## src/rtl/vtim_pkg.sv

```systemverilog
// Shared encodings and per-mode line thresholds for the vertical timing generator.
package vtim_pkg;

    typedef enum logic [1:0] {
        MODE_MONO = 2'd0,
        MODE_PAL  = 2'd1,
        MODE_NTSC = 2'd2,
        MODE_CUST = 2'd3
    } vtim_mode_e;

    typedef struct packed {
        logic [15:0] total;
        logic [15:0] vde_on;
        logic [15:0] vde_off;
        logic [15:0] vbl_on;
        logic [15:0] vbl_off;
    } vtim_thr_t;

    localparam int VS_LEN_DEF = 3;

    localparam vtim_thr_t THR_MONO = '{total: 16'd501, vde_on: 16'd35, vde_off: 16'd435,
                                       vbl_on: 16'd0, vbl_off: 16'd0};
    localparam vtim_thr_t THR_PAL  = '{total: 16'd313, vde_on: 16'd62, vde_off: 16'd262,
                                       vbl_on: 16'd24, vbl_off: 16'd307};
    localparam vtim_thr_t THR_NTSC = '{total: 16'd263, vde_on: 16'd33, vde_off: 16'd233,
                                       vbl_on: 16'd15, vbl_off: 16'd257};

    // Custom mode has no fixed table; the caller substitutes the shadowed inputs.
    function automatic vtim_thr_t mode_thr(input logic [1:0] m);
        vtim_thr_t t;
        t = '0;
        case (m)
            MODE_MONO: t = THR_MONO;
            MODE_PAL:  t = THR_PAL;
            MODE_NTSC: t = THR_NTSC;
            default:   t = '0;
        endcase
        return t;
    endfunction

endpackage

```

## src/rtl/vtim_window.sv

```systemverilog
// Line-window flag: set when the counter hits `on`, cleared at `off` (clear wins).
module vtim_window
    import vtim_pkg::*;
#(
    parameter int CNT_W = 9
) (
    input  logic             clk,
    input  logic             rst_n,
    input  logic             clr,
    input  logic             force_clr,
    input  logic             stb,
    input  logic [CNT_W-1:0] cnt,
    input  logic [CNT_W-1:0] on,
    input  logic [CNT_W-1:0] off,
    output logic             flag
);

    always_ff @(posedge clk or negedge rst_n) begin
        if (!rst_n) begin
            flag <= 1'b0;
        end else if (clr || force_clr) begin
            flag <= 1'b0;
        end else if (stb) begin
            if (cnt == off) begin
                flag <= 1'b0;
            end else if (cnt == on) begin
                flag <= 1'b1;
            end
        end
    end

endmodule

```

## src/rtl/vtimgen.sv

```systemverilog
// Vertical timing generator: scanline counter, vde/vblank windows, vsync and
// frame strobe, with per-frame shadowing of the mode and custom thresholds.
module vtimgen
    import vtim_pkg::*;
#(
    parameter int         CNT_W      = 9,
    parameter int         VS_LEN     = VS_LEN_DEF,
    parameter logic [1:0] RESET_MODE = 2'd1
) (
    input  logic             clk,
    input  logic             porb,
    input  logic             hs_stb,
    input  logic             ivsync,
    input  logic             ext_sync,
    input  logic [1:0]       mode,
    input  logic [CNT_W-1:0] cust_total,
    input  logic [CNT_W-1:0] cust_vde_on,
    input  logic [CNT_W-1:0] cust_vde_off,
    input  logic [CNT_W-1:0] cust_vbl_on,
    input  logic [CNT_W-1:0] cust_vbl_off,
    output logic             vde,
    output logic             vblank,
    output logic             vsync_o,
    output logic [CNT_W-1:0] line,
    output logic [CNT_W-1:0] de_line,
    output logic             frame_stb
);

    logic [1:0]       mode_q;
    logic [CNT_W-1:0] cust_total_q, cust_vde_on_q, cust_vde_off_q, cust_vbl_on_q, cust_vbl_off_q;
    vtim_thr_t        fixed_thr;
    logic [CNT_W-1:0] total_sel, total_eff, vde_on, vde_off, vbl_on, vbl_off;
    logic [CNT_W-1:0] line_nxt;
    logic             sync_clr, vde_set, is_mono;

    assign fixed_thr = mode_thr(mode_q);
    assign is_mono   = (mode_q == MODE_MONO);
    assign sync_clr  = ext_sync && ivsync;

    always_comb begin
        total_sel = CNT_W'(fixed_thr.total);
        vde_on    = CNT_W'(fixed_thr.vde_on);
        vde_off   = CNT_W'(fixed_thr.vde_off);
        vbl_on    = CNT_W'(fixed_thr.vbl_on);
        vbl_off   = CNT_W'(fixed_thr.vbl_off);
        if (mode_q == MODE_CUST) begin
            total_sel = cust_total_q;
            vde_on    = cust_vde_on_q;
            vde_off   = cust_vde_off_q;
            vbl_on    = cust_vbl_on_q;
            vbl_off   = cust_vbl_off_q;
        end
    end

    // A one-line frame would never leave line 0, so the shortest frame is two lines.
    assign total_eff = (total_sel < CNT_W'(2)) ? CNT_W'(2) : total_sel;

    // >= rather than == so a counter left beyond total (ext_sync dropped) still wraps.
    always_comb begin
        line_nxt = line;
        if (sync_clr) begin
            line_nxt = '0;
        end else if (hs_stb) begin
            if (ext_sync) begin
                if (line != '1) line_nxt = line + CNT_W'(1);
            end else if (line >= total_eff - CNT_W'(1)) begin
                line_nxt = '0;
            end else begin
                line_nxt = line + CNT_W'(1);
            end
        end
    end

    assign vde_set = hs_stb && (line == vde_on) && (line != vde_off);
    assign vsync_o = ext_sync ? ivsync : (line < CNT_W'(VS_LEN));

    always_ff @(posedge clk or negedge porb) begin
        if (!porb) begin
            line           <= '0;
            de_line        <= '0;
            frame_stb      <= 1'b0;
            mode_q         <= RESET_MODE;
            cust_total_q   <= '0;
            cust_vde_on_q  <= '0;
            cust_vde_off_q <= '0;
            cust_vbl_on_q  <= '0;
            cust_vbl_off_q <= '0;
        end else begin
            line      <= line_nxt;
            frame_stb <= (line != '0) && (line_nxt == '0);
            if (sync_clr) begin
                de_line <= '0;
            end else if (vde_set) begin
                de_line <= '0;
            end else if (hs_stb && vde) begin
                de_line <= de_line + CNT_W'(1);
            end
            if (frame_stb) begin
                mode_q         <= mode;
                cust_total_q   <= cust_total;
                cust_vde_on_q  <= cust_vde_on;
                cust_vde_off_q <= cust_vde_off;
                cust_vbl_on_q  <= cust_vbl_on;
                cust_vbl_off_q <= cust_vbl_off;
            end
        end
    end

    vtim_window #(.CNT_W(CNT_W)) u_vde_win (
        .clk       (clk),
        .rst_n     (porb),
        .clr       (sync_clr),
        .force_clr (1'b0),
        .stb       (hs_stb),
        .cnt       (line),
        .on        (vde_on),
        .off       (vde_off),
        .flag      (vde)
    );

    vtim_window #(.CNT_W(CNT_W)) u_vbl_win (
        .clk       (clk),
        .rst_n     (porb),
        .clr       (sync_clr),
        .force_clr (is_mono),
        .stb       (hs_stb),
        .cnt       (line),
        .on        (vbl_on),
        .off       (vbl_off),
        .flag      (vblank)
    );

endmodule

```

## config.mk

```make
export PLATFORM = sky130hd
export DESIGN_NAME = vtimgen
export DESIGN_NICKNAME = d
export VERILOG_FILES = /design/src/rtl/vtim_pkg.sv /design/src/rtl/vtim_window.sv /design/src/rtl/vtimgen.sv
export SDC_FILE = /design/constraint.sdc
export NUM_CORES = 1
export LEC_CHECK = 0
export CAP_MARGIN = 20
export CORE_MARGIN = 8
export CORE_UTILIZATION = 45
export CTS_CLUSTER_SIZE = 12
export DETAILED_ROUTE_END_ITERATION = 6
export GPL_ROUTABILITY_DRIVEN = 0
export PLACE_DENSITY = 0.71
export SLEW_MARGIN = 20
export SYNTH_ARGS = -nofsm -noshare
export SYNTH_HDL_FRONTEND = slang
export SYNTH_SLANG_ARGS = --single-unit
```

## constraint.sdc

```tcl
create_clock -name clk -period 13.85 [get_ports clk]
set_clock_uncertainty 0.05 [all_clocks]
set_input_delay 3.4625 -clock clk [delete_from_list [all_inputs] [get_ports clk]]
set_output_delay 3.4625 -clock clk [all_outputs]
set_load 0.01 [all_outputs]
```

==> reports/metrics.cfg, run 1 <==
[run_status]
outcome = finished, final reports clean

[timing]
slew_violations = 0
relSlewSlack = 0.413
fmax_mhz = 114
worstMarginPinSlew_ps = 880
setup_viol = 0
period_share = 0.636
tns_ps = 0
hold_viol = 0
rsz0062_at_grt = no
hold_slack_ps = 470
fin_crit_ps = 8810

[setup_path]
worstSetupStartpointType = input pin
cp_top_family = buffers and inverters
max_stage_delay_ps = 570
cpMostUsedCell = clkdlybuf4s50_1
worst_path_max_delay_cell = clkdlybuf4s50_1
critPathBufInv = 2
crit_arrival_ps = 5300
worstSetupPathType = in2out
end_kind = output port
worstPathRequired_ps = 10340
path_max_fanout = 14
cp_cell_sequence = clkdlybuf4s50_1 > and2_1 > a31o_2 > clkdlybuf4s50_1

[synthesis]
yosysTopAreaCellShare = 0.380
synth_cells = 450
ys.flop_type = dfrtp_1
yosysUniqueCellTypes = 72
synth.largest_area_cell = dfrtp_1
synth_area_sq_mm = 0.00441
asyncSetResetFlopFracSynth = 1.00
avgSynthCellArea_sq_um = 9.81
synth_commonest_cells = dfrtp_1, mux2_2, nand2_1, o21ai_0
yosysMostFrequentCell = dfrtp_1
ys_seq_area_frac = 0.386
ys_warn_count = 0
syn_nets = 522
synthTopCellsByArea = dfrtp_1, mux2_2, ha_1
ys_ff_latch = 68
synth_enable_flop_cells = 0

[worst_hold_path]
hold_class = reg2reg

[finish]
fin_util = 0.557
design_area_sq_mm = 0.00537
final_nets = 581
area.growth.synth_to_final_pct = 21.6
layout-drive-gt1-share = 0.136
diodes = 0

[route]
drt_drc_violations_left = 0
drt-pass1-iter-count = 6
wl_per_cell_um = 17.5
routed_wl_um = 11300
drtIter0Drc = 290
vias = 3673
avgViaCountPerCell = 5.69
ant_nets = 0

[floorplan]
rows = 36
die_h_um = 115
io-pin-count = 74
core_sq_mm = 0.00964
start_util = 0.458
die_x_um = 115
dieArea_sq_mm = 0.0132

[global_route]
globalRouteOverflowTotal = 0
grt_pass1_vias = 3753
grt_pass1_wl_um = 18700
antenna_found_initial = 0
grt_use_total = 0.177
grt_start_max_net_pins = 69

[clock_tree]
cts.sinks = 68
postCtsSetupBuffers = 0
clk_root_buffer_cell = clkbuf_8
cts_tree = yes
cts-hold-fix-buffers = 0
htree_levels = 3
clkTransAtPathRegs_ps = 70
clk_latency_ps = 350
cts_buffers = 9
cts_resized = 0
cts_buffer_depth = 2

[power_and_ir_drop]
p_sw_frac = 0.385
p_per_area_mw_per_mm2 = 177
vdd_drop_max_mv = 0.0796
power.leakage_nw = 2.18
finalPower_mw = 0.953
p_int_mw = 0.586
combinationalPowerShare = 0.468
p_sw_mw = 0.367
power.share.sequential = 0.365
power_frac_clock = 0.167

[place]
io_buffers = 73
dpl.hpwl_um = 8220
placed_cell_area_sq_mm = 0.00518

[job]
maxCapViolations = 0

==> registers in the layout (all words and copies together) (netlist names) <==
register	count
cust_total_q	9
cust_vbl_off_q	9
cust_vbl_on_q	9
cust_vde_off_q	9
cust_vde_on_q	9
de_line	9
line	9
mode_q	2
frame_stb	1
u_vbl_win.flag	1
u_vde_win.flag	1
==> cells by family (layout without fill, tap and decap cells) <==
logic type / Yosys count / count (layout) / share of synthesized area
and+or+nand+nor: 121 / 121 / 0.150
AOI/OAI and AO/OA: 104 / 104 / 0.160
DFF: 68 / 68 / 0.386
buffers and inverters: 53 / 116 / 0.0575
muxes: 47 / 47 / 0.117
xor gates and xnor gates: 37 / 37 / 0.0734
adders and majority gates: 20 / 20 / 0.0567
==> layer usage <==
layer / global-route usage / wire length, um / vias up
met5: 0 / 0 / -
met4: 0.0587 / 155 / 0
met3: 0.0326 / 623 / 16
met2: 0.299 / 5620 / 122
met1: 0.222 / 4910 / 1782
li1: - / - / 1753
==> power by group through the flow <==
stage | Clock [mW] | Combinational, mW | Sequential (mW)
floorplan | 0 | 0.361 | 0.328
global placement | 0 | 0.433 | 0.349
detailed placement | 0 | 0.445 | 0.353
CTS | 0.162 | 0.450 | 0.349
global route | 0.170 | 0.494 | 0.359
finish | 0.159 | 0.446 | 0.348
==> cell usage in the layout, fill, tap and decap left out, drive strengths merged, types with 5 or more instances in the layout <==
master and instances:
clkdlybuf4s50 72, dfrtp 67, mux2 37, o21ai 33
nand2 30, inv 24, nor2 23, xnor2 23
ha 20, nor3 19, a21oi 18, xor2 14
clkbuf 14, mux2i 10, nand4 8, a31oi 7
nand3 7, nor4 7, buf 5
==> worst reg2reg max path: cells and delay by family (launching register included) <==
family          cells  cell delay, ps
flops               1             560
simple gates        6            1240
fa+ha+maj           3             700
buf+inv             1             410
compound gates      8            2160
==> final cells by class <==
| type | instances | area (sq um) |
|---|---|---|
| inverter | 24 | 97.6 |
| fill | 888 | 4270 |
| clock buffer | 14 | 183 |
| timing repair buffer | 77 | 756 |
| sequential | 68 | 1700 |
| tap | 133 | 166 |
| multi-input combinational | 329 | 2460 |
| clock inverter | 1 | 5.00 |
==> stage by stage <==
stage | setup WS, ps | cells
6_report | 5040 | 646
5_1_grt | 4980 | 646
4_1_cts | 5070 | 646
3_5_place_dp | 5070 | 631
3_3_place_gp | 5110 | 631
2_1_floorplan | 6250 | 450
==> final timing paths <==
kind,slack (ps),depth (start not counted),from,end
min in group asynchronous,3240,2,porb,cust_total_q[7]
max in group asynchronous,9860,2,porb,frame_stb
min,470,1,cust_total_q[1],cust_total_q[1]
max reg2reg,8690,18,mode_q[0],frame_stb
min reg2reg,470,1,cust_total_q[1],cust_total_q[1]
max,5040,4,ext_sync,vsync_o
No activity file was read; power rests on OpenSTA's default activity.
==> run 2, diff against run 1 <==
==> constraint.sdc (replaced) <==
create_clock -name clk -period 8.5 [get_ports clk]
set_clock_uncertainty 0.05 [all_clocks]
set_input_delay 2.125 -clock clk [delete_from_list [all_inputs] [get_ports clk]]
set_output_delay 2.125 -clock clk [all_outputs]
set_load 0.01 [all_outputs]
==> run 2 against run 1 <==
Net effect: final cell count up 0.15%; sequential cell count is the same; non-clock buffer count grew 1; register-to-register slack got worse by 5300 ps; die area is the same; hold slack gained 9.5 ps; first-iteration DRC count rose by 17%; count of clock-buffer cells in the layout is 1 lower.
==> reports/metrics.cfg, run 2 (synthesized netlist as in run 1, its figures left out) <==
[power_and_ir_drop]
p_sw_mw = 0.595  ; +62%
p_sw_frac = 0.380  ; -0.00468
power.share.sequential = 0.363  ; -0.002
p_per_area_mw_per_mm2 = 291  ; +64%
finalPower_mw = 1.56  ; +64%
combinationalPowerShare = 0.465  ; -0.003
power_frac_clock = 0.172  ; +0.005
vdd_drop_max_mv = 0.131  ; +65%
power.leakage_nw = 2.19  ; +0.29%
p_int_mw = 0.969  ; +65%

[clock_tree]
cts_tree = yes
postCtsSetupBuffers = 0  ; unchanged
clk_latency_ps = 360  ; about the same
cts-hold-fix-buffers = 0  ; unchanged
clk_root_buffer_cell = clkbuf_8
cts_buffers = 9  ; unchanged
cts_resized = 0  ; unchanged
clkTransAtPathRegs_ps = 70  ; about the same
cts.sinks = 68  ; unchanged
cts_buffer_depth = 2  ; unchanged
htree_levels = 3  ; unchanged

[setup_path]
critPathLaunch = ext_sync
r2r-start = mode_q[0]
worstPathRequired_ps = 6330  ; -4010 ps
worstSetupPathType = in2out
path_max_fanout = 14  ; unchanged
end_kind = output port
r2r-end = frame_stb
crit_arrival_ps = 3890  ; -1410 ps
r2r_cells = 18  ; unchanged
r2r_slack_ps = 3410  ; -5280 ps
worstSetupStartpointType = input pin

[global_route]
grt_start_max_net_pins = 69  ; unchanged
grt_pass1_wl_um = 18800  ; +0.48%
antenna_found_initial = 0  ; unchanged
grt_use_total = 0.180  ; +0.00298
globalRouteOverflowTotal = 0  ; unchanged
grt_pass1_vias = 3730  ; -0.61%

[timing]
worstMarginPinSlew_ps = 859  ; -21.2 ps
period_share = 0.714
fmax_mhz = 165
tns_ps = 0  ; unchanged
slew_violations = 0  ; unchanged
hold_slack_ps = 479  ; +9.50 ps
relSlewSlack = 0.428  ; +0.0141
fin_crit_ps = 6070
rsz0062_at_grt = no
worst_slack_ps = 2430  ; -2610 ps
hold_viol = 0  ; unchanged
setup_viol = 0  ; unchanged

[run_status]
outcome = finished, final reports clean

[worst_hold_path]
hp-start = cust_vbl_on_q[8]
hold_depth = 1  ; unchanged
holdPathEnd = cust_vbl_on_q[8]
hold_class = reg2reg

[floorplan]
start_util = 0.458  ; unchanged
io-pin-count = 74  ; unchanged
rows = 36  ; unchanged
dieArea_sq_mm = 0.0132  ; unchanged
die_x_um = 115  ; unchanged
core_sq_mm = 0.00964  ; unchanged
die_h_um = 115  ; unchanged

[finish]
layout-drive-gt1-share = 0.136  ; -0.000265
area.growth.synth_to_final_pct = 21.9
final_cell_count_no_fill = 647  ; +0.15%
final_nets = 582  ; +0.17%
diodes = 0  ; unchanged
final_common_cell = clkdlybuf4s50_1
nFillCells = 908  ; +2.3%
design_area_sq_mm = 0.00538  ; +0.26%
fin_util = 0.558  ; +0.00143
mostFrequentLayoutCells = clkdlybuf4s50_1, dfrtp_1, mux2_2

[place]
dpl.hpwl_um = 8200  ; -0.23%
placed_cell_area_sq_mm = 0.00519  ; +0.14%
dp.cells = 632  ; +0.16%
io_buffers = 73  ; unchanged
dp_slack_ps = 2420  ; -2650 ps

[route]
ant_nets = 0  ; unchanged
met3_length_um = 716  ; +15%
drt_drc_violations_left = 0  ; unchanged
met2WireLength_um = 5580  ; -0.69%
drt-pass1-iter-count = 5  ; -1
avgViaCountPerCell = 5.66  ; -0.48%
wl_per_cell_um = 17.6  ; +0.47%
routed_wl_um = 11400  ; +0.63%
vias = 3661  ; -0.33%
wl_met1_um = 4880  ; -0.61%
highest_layer = met4
drtIter0Drc = 338  ; +17%

[job]
maxCapViolations = 0  ; unchanged

[run 2: cell count changes in the layout (fill, tap and decap cells not counted)]
cell,change
buf_4,+1
clkbuf_1,+1
clkbuf_8,-2
bufinv_16,+1
[run 2: final cells by class]
class	count	area, sq um	share of cell area
Multi-Input combinational cell	329	2460	0.457
Sequential cell	68	1700	0.317
Timing Repair Buffer	78	763	0.142
Tap cell	133	166	0.0309
Clock buffer	13	159	0.0295
Inverter	24	97.6	0.0181
Clock inverter	2	35.0	0.00651
[run 2: how the worst max path moves through the flow]
stage / end / cells after the start
CTS: vsync_o / 4
floorplan: vsync_o / 3
finish: vsync_o / 4
detailed placement: vsync_o / 4
global route: vsync_o / 4
global placement: vsync_o / 4
[run 2: power groups by stage]
stage          sequential [mW]  combinational (mW)  clock (mW)
2_1_floorplan            0.534               0.588           0
3_3_place_gp             0.569               0.705           0
3_5_place_dp             0.575               0.723           0
4_1_cts                  0.568               0.730       0.278
5_1_grt                  0.585               0.810       0.291
6_report                 0.568               0.727       0.269
[run 2: critical path, cell delays in order]
cell and delay (ps):
clkdlybuf4s50_1 560, and2_1 480, a31o_2 180, clkdlybuf4s50_1 540
[run 2: routing by layer]
layer / track usage / up-vias
li1: - / 1758
met3: 0.0436 / 15
met5: 0 / -
met2: 0.288 / 127
met1: 0.227 / 1761
met4: 0.0762 / 0
